<file path="src/rtl/fifo_ram.sv">
// Simple dual-port W x 2^LOGD storage for fifo_flags: one synchronous
// write port and one read port whose timing depends on FWFT.
module fifo_ram #(
    parameter int W    = 8,
    parameter int LOGD = 7,
    parameter bit FWFT = 1'b1
) (
    input  logic            clk,
    input  logic            i_reset_n,
    input  logic            i_wr_en,
    input  logic [LOGD-1:0] i_wr_addr,
    input  logic [W-1:0]    i_wr_data,
    input  logic            i_rd_en,
    input  logic [LOGD-1:0] i_rd_addr,
    output logic [W-1:0]    o_rd_data
);

    localparam int DEPTH = 1 << LOGD;

    logic [W-1:0] mem [DEPTH];

    // Storage array is deliberately left unreset so it can map onto RAM cells.
    always_ff @(posedge clk) begin
        if (i_wr_en) begin
            mem[i_wr_addr] <= i_wr_data;
        end
    end

    generate
        if (FWFT) begin : g_fwft
            // Head word is shown as soon as the read address points at it.
            assign o_rd_data = mem[i_rd_addr];

            logic unused_rd_ctrl;
            assign unused_rd_ctrl = &{1'b0, i_rd_en, i_reset_n};
        end else begin : g_registered
            logic [W-1:0] rd_data_d;
            logic [W-1:0] rd_data_q;

            // Capture the addressed word only on an accepted read, otherwise hold.
            always_comb begin
                rd_data_d = rd_data_q;
                if (i_rd_en) begin
                    rd_data_d = mem[i_rd_addr];
                end
            end

            // Output register clears on reset so o_data starts at zero.
            always_ff @(posedge clk or negedge i_reset_n) begin
                if (!i_reset_n) begin
                    rd_data_q <= '0;
                end else begin
                    rd_data_q <= rd_data_d;
                end
            end

            assign o_rd_data = rd_data_q;
        end
    endgenerate

endmodule

</file>
<file path="src/rtl/fifo_flags.sv">
// Single-clock byte FIFO with fill count, almost-full/almost-empty
// thresholds, sticky overflow/underflow flags and a synchronous flush.
// Pointers carry one extra bit so all 2^LOGD entries are usable.
module fifo_flags #(
    parameter int W         = 8,
    parameter int LOGD      = 7,
    parameter int AFULL_TH  = (1 << LOGD) - 4,
    parameter int AEMPTY_TH = 4,
    parameter bit FWFT      = 1'b1
) (
    input  logic            clk,
    input  logic            i_reset_n,
    input  logic            i_clr,
    input  logic            i_wr,
    input  logic            i_rd,
    input  logic [W-1:0]    i_data,
    output logic [W-1:0]    o_data,
    output logic            o_valid,
    output logic [LOGD:0]   o_count,
    output logic            o_full,
    output logic            o_empty,
    output logic            o_afull,
    output logic            o_aempty,
    output logic            o_overflow,
    output logic            o_underflow
);

    localparam int DEPTH = 1 << LOGD;
    localparam int PW    = LOGD + 1;

    logic [PW-1:0] wr_ptr_d, wr_ptr_q;
    logic [PW-1:0] rd_ptr_d, rd_ptr_q;
    logic          overflow_d, overflow_q;
    logic          underflow_d, underflow_q;
    logic [PW-1:0] count;
    logic          rd_ok;
    logic          wr_ok;

    // Status is derived from the registered pointers only.
    always_comb begin
        count    = wr_ptr_q - rd_ptr_q;
        o_count  = count;
        o_full   = (count == PW'(DEPTH));
        o_empty  = (count == '0);
        o_afull  = (count >= PW'(AFULL_TH));
        o_aempty = (count <= PW'(AEMPTY_TH));
    end

    // Accept decisions; a full FIFO still takes a write when a read frees a slot.
    always_comb begin
        rd_ok = !i_clr && i_rd && !o_empty;
        wr_ok = !i_clr && i_wr && (!o_full || rd_ok);
    end

    // Next-state for pointers and sticky flags; flush overrides everything.
    always_comb begin
        wr_ptr_d    = wr_ptr_q;
        rd_ptr_d    = rd_ptr_q;
        overflow_d  = overflow_q;
        underflow_d = underflow_q;
        if (i_clr) begin
            wr_ptr_d    = '0;
            rd_ptr_d    = '0;
            overflow_d  = 1'b0;
            underflow_d = 1'b0;
        end else begin
            if (wr_ok) begin
                wr_ptr_d = wr_ptr_q + PW'(1);
            end
            if (rd_ok) begin
                rd_ptr_d = rd_ptr_q + PW'(1);
            end
            if (i_wr && !wr_ok) begin
                overflow_d = 1'b1;
            end
            if (i_rd && !rd_ok) begin
                underflow_d = 1'b1;
            end
        end
    end

    // Control state registers with immediate reset.
    always_ff @(posedge clk or negedge i_reset_n) begin
        if (!i_reset_n) begin
            wr_ptr_q    <= '0;
            rd_ptr_q    <= '0;
            overflow_q  <= 1'b0;
            underflow_q <= 1'b0;
        end else begin
            wr_ptr_q    <= wr_ptr_d;
            rd_ptr_q    <= rd_ptr_d;
            overflow_q  <= overflow_d;
            underflow_q <= underflow_d;
        end
    end

    assign o_overflow  = overflow_q;
    assign o_underflow = underflow_q;

    fifo_ram #(
        .W    (W),
        .LOGD (LOGD),
        .FWFT (FWFT)
    ) u_ram (
        .clk       (clk),
        .i_reset_n (i_reset_n),
        .i_wr_en   (wr_ok),
        .i_wr_addr (wr_ptr_q[LOGD-1:0]),
        .i_wr_data (i_data),
        .i_rd_en   (rd_ok),
        .i_rd_addr (rd_ptr_q[LOGD-1:0]),
        .o_rd_data (o_data)
    );

    generate
        if (FWFT) begin : g_valid_fwft
            assign o_valid = !o_empty;
        end else begin : g_valid_reg
            logic valid_d, valid_q;

            // Valid pulses for exactly the cycle after an accepted read.
            always_comb begin
                valid_d = rd_ok;
            end

            // Valid register, cleared on reset.
            always_ff @(posedge clk or negedge i_reset_n) begin
                if (!i_reset_n) begin
                    valid_q <= 1'b0;
                end else begin
                    valid_q <= valid_d;
                end
            end

            assign o_valid = valid_q;
        end
    endgenerate

endmodule

</file>
<file path="config.mk">
export PLATFORM = sky130hd
export DESIGN_NAME = fifo_flags
export DESIGN_NICKNAME = d
export VERILOG_FILES = /design/src/rtl/fifo_ram.sv /design/src/rtl/fifo_flags.sv
export SDC_FILE = /design/constraint.sdc
export NUM_CORES = 1
export LEC_CHECK = 0
export CORE_AREA = 2 2 324 326
export DETAILED_ROUTE_END_ITERATION = 12
export DIE_AREA = 0 0 326 328
export MAX_ROUTING_LAYER = met4
export SLEW_MARGIN = 10
export SYNTH_ARGS = -nofsm -noshare
export SYNTH_HDL_FRONTEND = slang
export SYNTH_HIERARCHICAL = 1
export SYNTH_SLANG_ARGS = --single-unit
</file>
<file path="constraint.sdc">
create_clock -name clk -period 4.58 [get_ports clk]
set_input_delay 1.145 -clock clk [delete_from_list [all_inputs] [get_ports clk]]
set_output_delay 1.145 -clock clk [all_outputs]
set_load 0.03 [all_outputs]
</file>
==> metrics.txt, run 1 <==
clock buffer depth=3; setup slack, reg-to-reg=~0.21 ns; FMAX=0.203 GHz; Clock Latency Late Sink=0.68 ns; 1st-pass router iterations=7; total CTS buffers=approximately 110; syn nets=around 1800; Max FO, Critical Path=8; end point of the critical path=o_data[1]; status=finished, violations left; Max-slew headroom=0.203; DP Worst Slack=approximately 0.23 ns; total number of vias=20004; Pleak=approximately 15 nW; Pwr Density=roughly 530 mW/mm^2; endpoints failing setup=8; Die Area=around 0.11 mm^2; Initial DRC Count=2240; Reg power frac=0.412; Register Area=around 0.031 mm^2; Clock Skew=roughly 0.025 ns; CTS tree=yes; core area=a little over 0.1 mm^2; clock sink count=about 1000; worst min path class=flop to flop; RSZ-0062 raised after global routing=true; gr ovfl total=0; Initial Util=0.398; largest net degree at the start of global routing=106; Synth Instances=approximately 1800; worst slew pin tran=1.20 ns; Port Buf Inserts=35; initial antenna violation count=7; Worst R2R End=u_ram/mem[62][5]; Tmin final=around 4.9 ns; Internal=about 19 mW; CTS Hold Buffers Added=0; DRC Markers=0; first-pass GRT wire length=146000 um; H-tree depth=3; hold path startpoint=o_underflow; share of cells above drive strength 1=0.360; Multi-input gate area=0.00937 mm^2; Sw Ratio=0.258; Reg2Reg Launch Point=rd_ptr_q[0]; WP data required=about 3.4 ns; via/cell ratio=roughly 5.7; Max Cap Viol=0; I/O pin count=36; Synth Cell Area=between 0.04 and 0.05 mm^2; worst r2r path cells=15; crit path from=rd_ptr_q[0]; DRT Wirelength=101000 um; fillcell total=8328; Tot GR Track Use=0.196; Die Wd=~330 um; fin crit share=1.08; critical path endpoint category=output port; total chip power=approximately 26 mW; Max VDD drop=approximately 430 uV; nets@finish=slightly above 2000; Synth Area per Inst=22.9 um^2; Clock Root Buffer=clkbuf_16; DPL Wire Length=between 60000 and 70000 um; synthesis-to-layout area growth=18.5%; Yosys warning total=6; die height=between 300 and 400 um; GPL Wtd Cong=0.817; Final Worst Setup Slack=-0.349 ns; clock share of power=0.352; Switch Pwr=approximately 6.6 mW; max-slew violations=0; num rows=roughly 120; final hold viol count=0; kind of critical path=flop to output port; CTS clk-pin slew, worst paths=0.07 ns; CP Launch Type=flop; CP arrival=~3.8 ns; Final ANT Viol Nets=0; Comb power frac=0.236; Routed WL per cell=28.7 um; number of global-route vias before repair=a little over 20000; violated checks=setup timing
[worst min-delay path by stage]
stage | slack (ns) | depth (start not counted) | to
after detailed placement | 0.49 | 2 | o_overflow
final | 0.51 | 2 | o_underflow
after CTS | 0.52 | 2 | o_underflow
after floorplan | 0.51 | 2 | rd_ptr_q[6]
after global placement | 0.49 | 2 | o_underflow
after global routing | 0.58 | 2 | o_underflow
[critical path, stage by stage (launching register included)]
cell	delay, ns
dfrtp_4	0.45
buf_8	0.15
buf_16	0.17
buf_16	0.15
mux4_2	0.53
mux4_2	0.57
mux4_2	0.55
mux2_4	0.34
buf_6	0.15
[state kept, by name, summed over array words and instances (netlist names)]
signal	flops
u_ram/mem	1024
rd_ptr_q	8
wr_ptr_q	8
o_overflow	1
o_underflow	1
[area by class of cell]
cell class / count / area share
multi-input cells: 639 / 0.193
repair buffers: 240 / 0.0533
well taps: 1380 / 0.0355
clock buffers: 117 / 0.0563
flip-flops and latches: 1042 / 0.642
clock inverters: 83 / 0.0190
inverters: 16 / 0.00129
diodes: 3 / 0.000154
[power groups by stage]
stage,Clock [mW],Sequential (mW),Combinational [mW]
3_3_place_gp,0,10.7,5.17
2_1_floorplan,0,10.7,3.36
6_report,9.00,10.5,6.02
3_5_place_dp,0,10.7,5.19
5_1_grt,9.52,10.5,6.32
4_1_cts,9.16,10.5,6.02
[per-layer routing]
metal / wire length [um] / global-route usage / vias to the layer above
met5: 0 / - / -
met3: 7270 / 0.0328 / 120
met2: 49100 / 0.306 / 798
met4: 1670 / 0.0454 / 0
li1: - / - / 8139
met1: 42900 / 0.272 / 10947
[metrics by stage]
step	hold slack, ns	utilization	setup TNS [ns]	area [um^2]	instances
6_report	0.515	0.471	-2.59	48600	3520
5_1_grt	0.577	0.471	-3.01	48600	3520
4_1_cts	0.520	0.470	-3.04	48500	3510
3_5_place_dp	0.491	0.428	0	44100	3274
3_3_place_gp	0.493	0.428	0	44100	3274
2_1_floorplan	0.512	-	0	41000	1794
[placed cells by master (no fill, tap or decap), drive strengths merged, types with 2 or more instances in the layout]
cell	count
nor3	12
or3	2
mux4	336
o311ai	2
clkdlybuf4s50	10
clkinv	52
or2	2
ha	9
diode	3
o211ai	3
nand2	21
a2111oi	2
dfrtp	18
buf	226
o31ai	2
nor4b	2
edfxtp	1024
nor2	143
clkinvlp	10
o41ai	2
o2bb2ai	2
nor4	2
nand3	19
a211oi	2
a21o	2
inv	19
clkbuf	119
nand2b	5
and3	4
o21ai	4
nand4	7
a21oi	11
nor2b	8
bufinv	18
mux2	10
xnor2	10
[what timing repair did]
| action | CTS | global route |
|---|---|---|
| pin swaps | 0 | 2 |
| setup endpoints to repair | 8 | 70 |
| buffers inserted | 27 | 7 |
| gates cloned | 9 | 1 |
| gates resized for setup | 48 | 16 |
Note: power is estimated with default switching activity, not from simulation.
==> run 2: changes to the inputs <==
--- a/config.mk
+++ b/config.mk
@@ -9,6 +9,7 @@
 export DETAILED_ROUTE_END_ITERATION = 12
 export DIE_AREA = 0 0 326 328
 export MAX_ROUTING_LAYER = met4
+export PLACE_DENSITY_LB_ADDON = 0.3
 export SLEW_MARGIN = 10
 export SYNTH_ARGS = -nofsm -noshare
 export SYNTH_HDL_FRONTEND = slang
==> metrics.txt, run 2 (synthesis gave the netlist of run 1 again) <==
Final Worst Setup Slack=-0.344 ns; worst slew pin tran=approximately 1.2 ns; via/cell ratio=between 5 and 6; DRC Markers=0; CTS tree=yes; worst min path class=flop to flop; Clock Root Buffer=clkbuf_16; final hold slack=about 0.51 ns; Clock Skew=between 0.03 and 0.04 ns; largest register by flop count=u_ram/mem; synthesis-to-layout area growth=18.7%; 1st-pass router iterations=5; total number of vias=between 15000 and 20000; Max FO, Critical Path=7; Tot GR Track Use=0.187; fin crit share=1.08; CP arrival=between 3 and 4 ns; violated checks=setup timing; WHS Path Cells=2; DRT Wirelength=96800 um; die height=approximately 330 um; FMAX=0.203 GHz; Final ANT Viol Nets=0; Setup TNS Final=-2.53 ns; DPL Wire Length=58000 um; Tmin final=about 5 ns; nets@finish=2098; WP data required=~3.4 ns; largest registers=u_ram/mem x1024, rd_ptr_q x8, wr_ptr_q x8; Die Area=around 0.11 mm^2; Clock Latency Late Sink=roughly 0.68 ns; highest metal used=met4; clock sink count=roughly 1000; I/O pin count=36; num rows=about 120; Pwr Density=518 mW/mm^2; Routed met3 length=approximately 7700 um; H-tree depth=3; total CTS buffers=103; Largest register FFs=between 1000 and 1500; CP Launch Type=flop; endpoints failing setup=8; Die Wd=around 330 um; number of global-route vias before repair=20090; gr ovfl total=0; Max VDD drop=approximately 500 uV; Max Cap Viol=0; max-slew violations=0; Initial Util=0.398; initial antenna violation count=3; status=finished, violations left; routed length on met2=approximately 46000 um; Routed WL per cell=27.3 um; worst r2r path cells=17; commonest non-fill, non-tap cell in the layout=edfxtp_1; most frequent cells in the layout=1024 x edfxtp_1, 336 x mux4_2, 202 x buf_4; Max-slew headroom=0.231; Pleak=15.2 nW; RSZ-0062 raised after global routing=true; kind of critical path=flop to output port; share of cells above drive strength 1=0.364; critical path endpoint category=output port; core area=around 0.10 mm^2; largest net degree at the start of global routing=~100; CTS clk-pin slew, worst paths=roughly 0.070 ns; first-pass GRT wire length=approximately 140000 um; GPL Wtd Cong=about 0.81; Initial DRC Count=~2000; final hold viol count=0; clock buffer depth=3; Port Buf Inserts=35; M1 WL=41000 um
==> run 2: cell count changes in the layout (fill, tap and decap cells not counted), moves of 4 or more <==
cell and delta:
buf_12 -4, buf_4 +39, buf_6 -6, clkbuf_1 +11
clkinv_1 -7, clkinv_2 +5, clkinv_4 -6, clkinvlp_4 -6
==> run 2: stage by stage <==
step / instance area [um^2] / power [mW] / std cells / worst slack (ns) / utilization
after floorplan: 41000 / 14.1 / 1794 / 0.542 / -
after global placement: 44400 / 15.8 / 3310 / 0.146 / 0.430
after detailed placement: 44400 / 15.9 / 3310 / 0.0972 / 0.430
after CTS: 48500 / 25.3 / 3531 / -0.385 / 0.470
after global routing: 48700 / 26.0 / 3544 / -0.410 / 0.472
final: 48700 / 25.2 / 3545 / -0.344 / 0.472
==> run 2: path summary, 6_finish.rpt <==
kind	start	endpoint	slack [ns]
worst min-delay path	o_overflow	o_overflow	0.51
worst max register to register	rd_ptr_q[0]	u_ram/mem[20][4]	0.28
worst max-delay path	rd_ptr_q[0]	o_data[2]	-0.34
worst min register to register	o_overflow	o_overflow	0.51
min in group asynchronous	i_reset_n	o_underflow	1.00
max in group asynchronous	i_reset_n	rd_ptr_q[0]	2.89
==> run 2: timing repair <==
| item | CTS | global route |
|---|---|---|
| endpoints found under the setup margin | 13 | 18 |
| gates resized for setup | 45 | 15 |
| pin swaps | 1 | 1 |
| gates cloned | 11 | 4 |
| buffers inserted | 18 | 8 |
| hold buffers | 0 | 0 |
==> run 2: power breakdown <==
part | switching [mW] | total, mW | internal, mW
Sequential | 0.0226 | 10.5 | 10.5
Combinational | 2.89 | 6.03 | 3.14
Clock | 3.54 | 8.64 | 5.10
==> run 2: final cells by class <==
class	instances	area (um^2)
tap	1380	1730
clock inverter	65	748
sequential	1042	31200
timing repair buffer	273	2840
fill	8291	54500
clock buffer	127	2740
multi-input combinational	639	9370
antenna	3	7.51
inverter	16	62.6
==> run 2: worst max-delay path, stage by stage (launching register included) <==
cell,delay (ns)
dfrtp_4,0.44
buf_12,0.16
buf_16,0.19
buf_12,0.15
mux4_2,0.55
mux4_2,0.57
mux4_2,0.55
mux2_4,0.33
buf_6,0.15
==> run 2: metal layers <==
layer	global-route usage	vias to the layer above
li1	-	8188
met1	0.256	10676
met2	0.285	757
met3	0.0422	104
met4	0.0455	0
met5	-	-
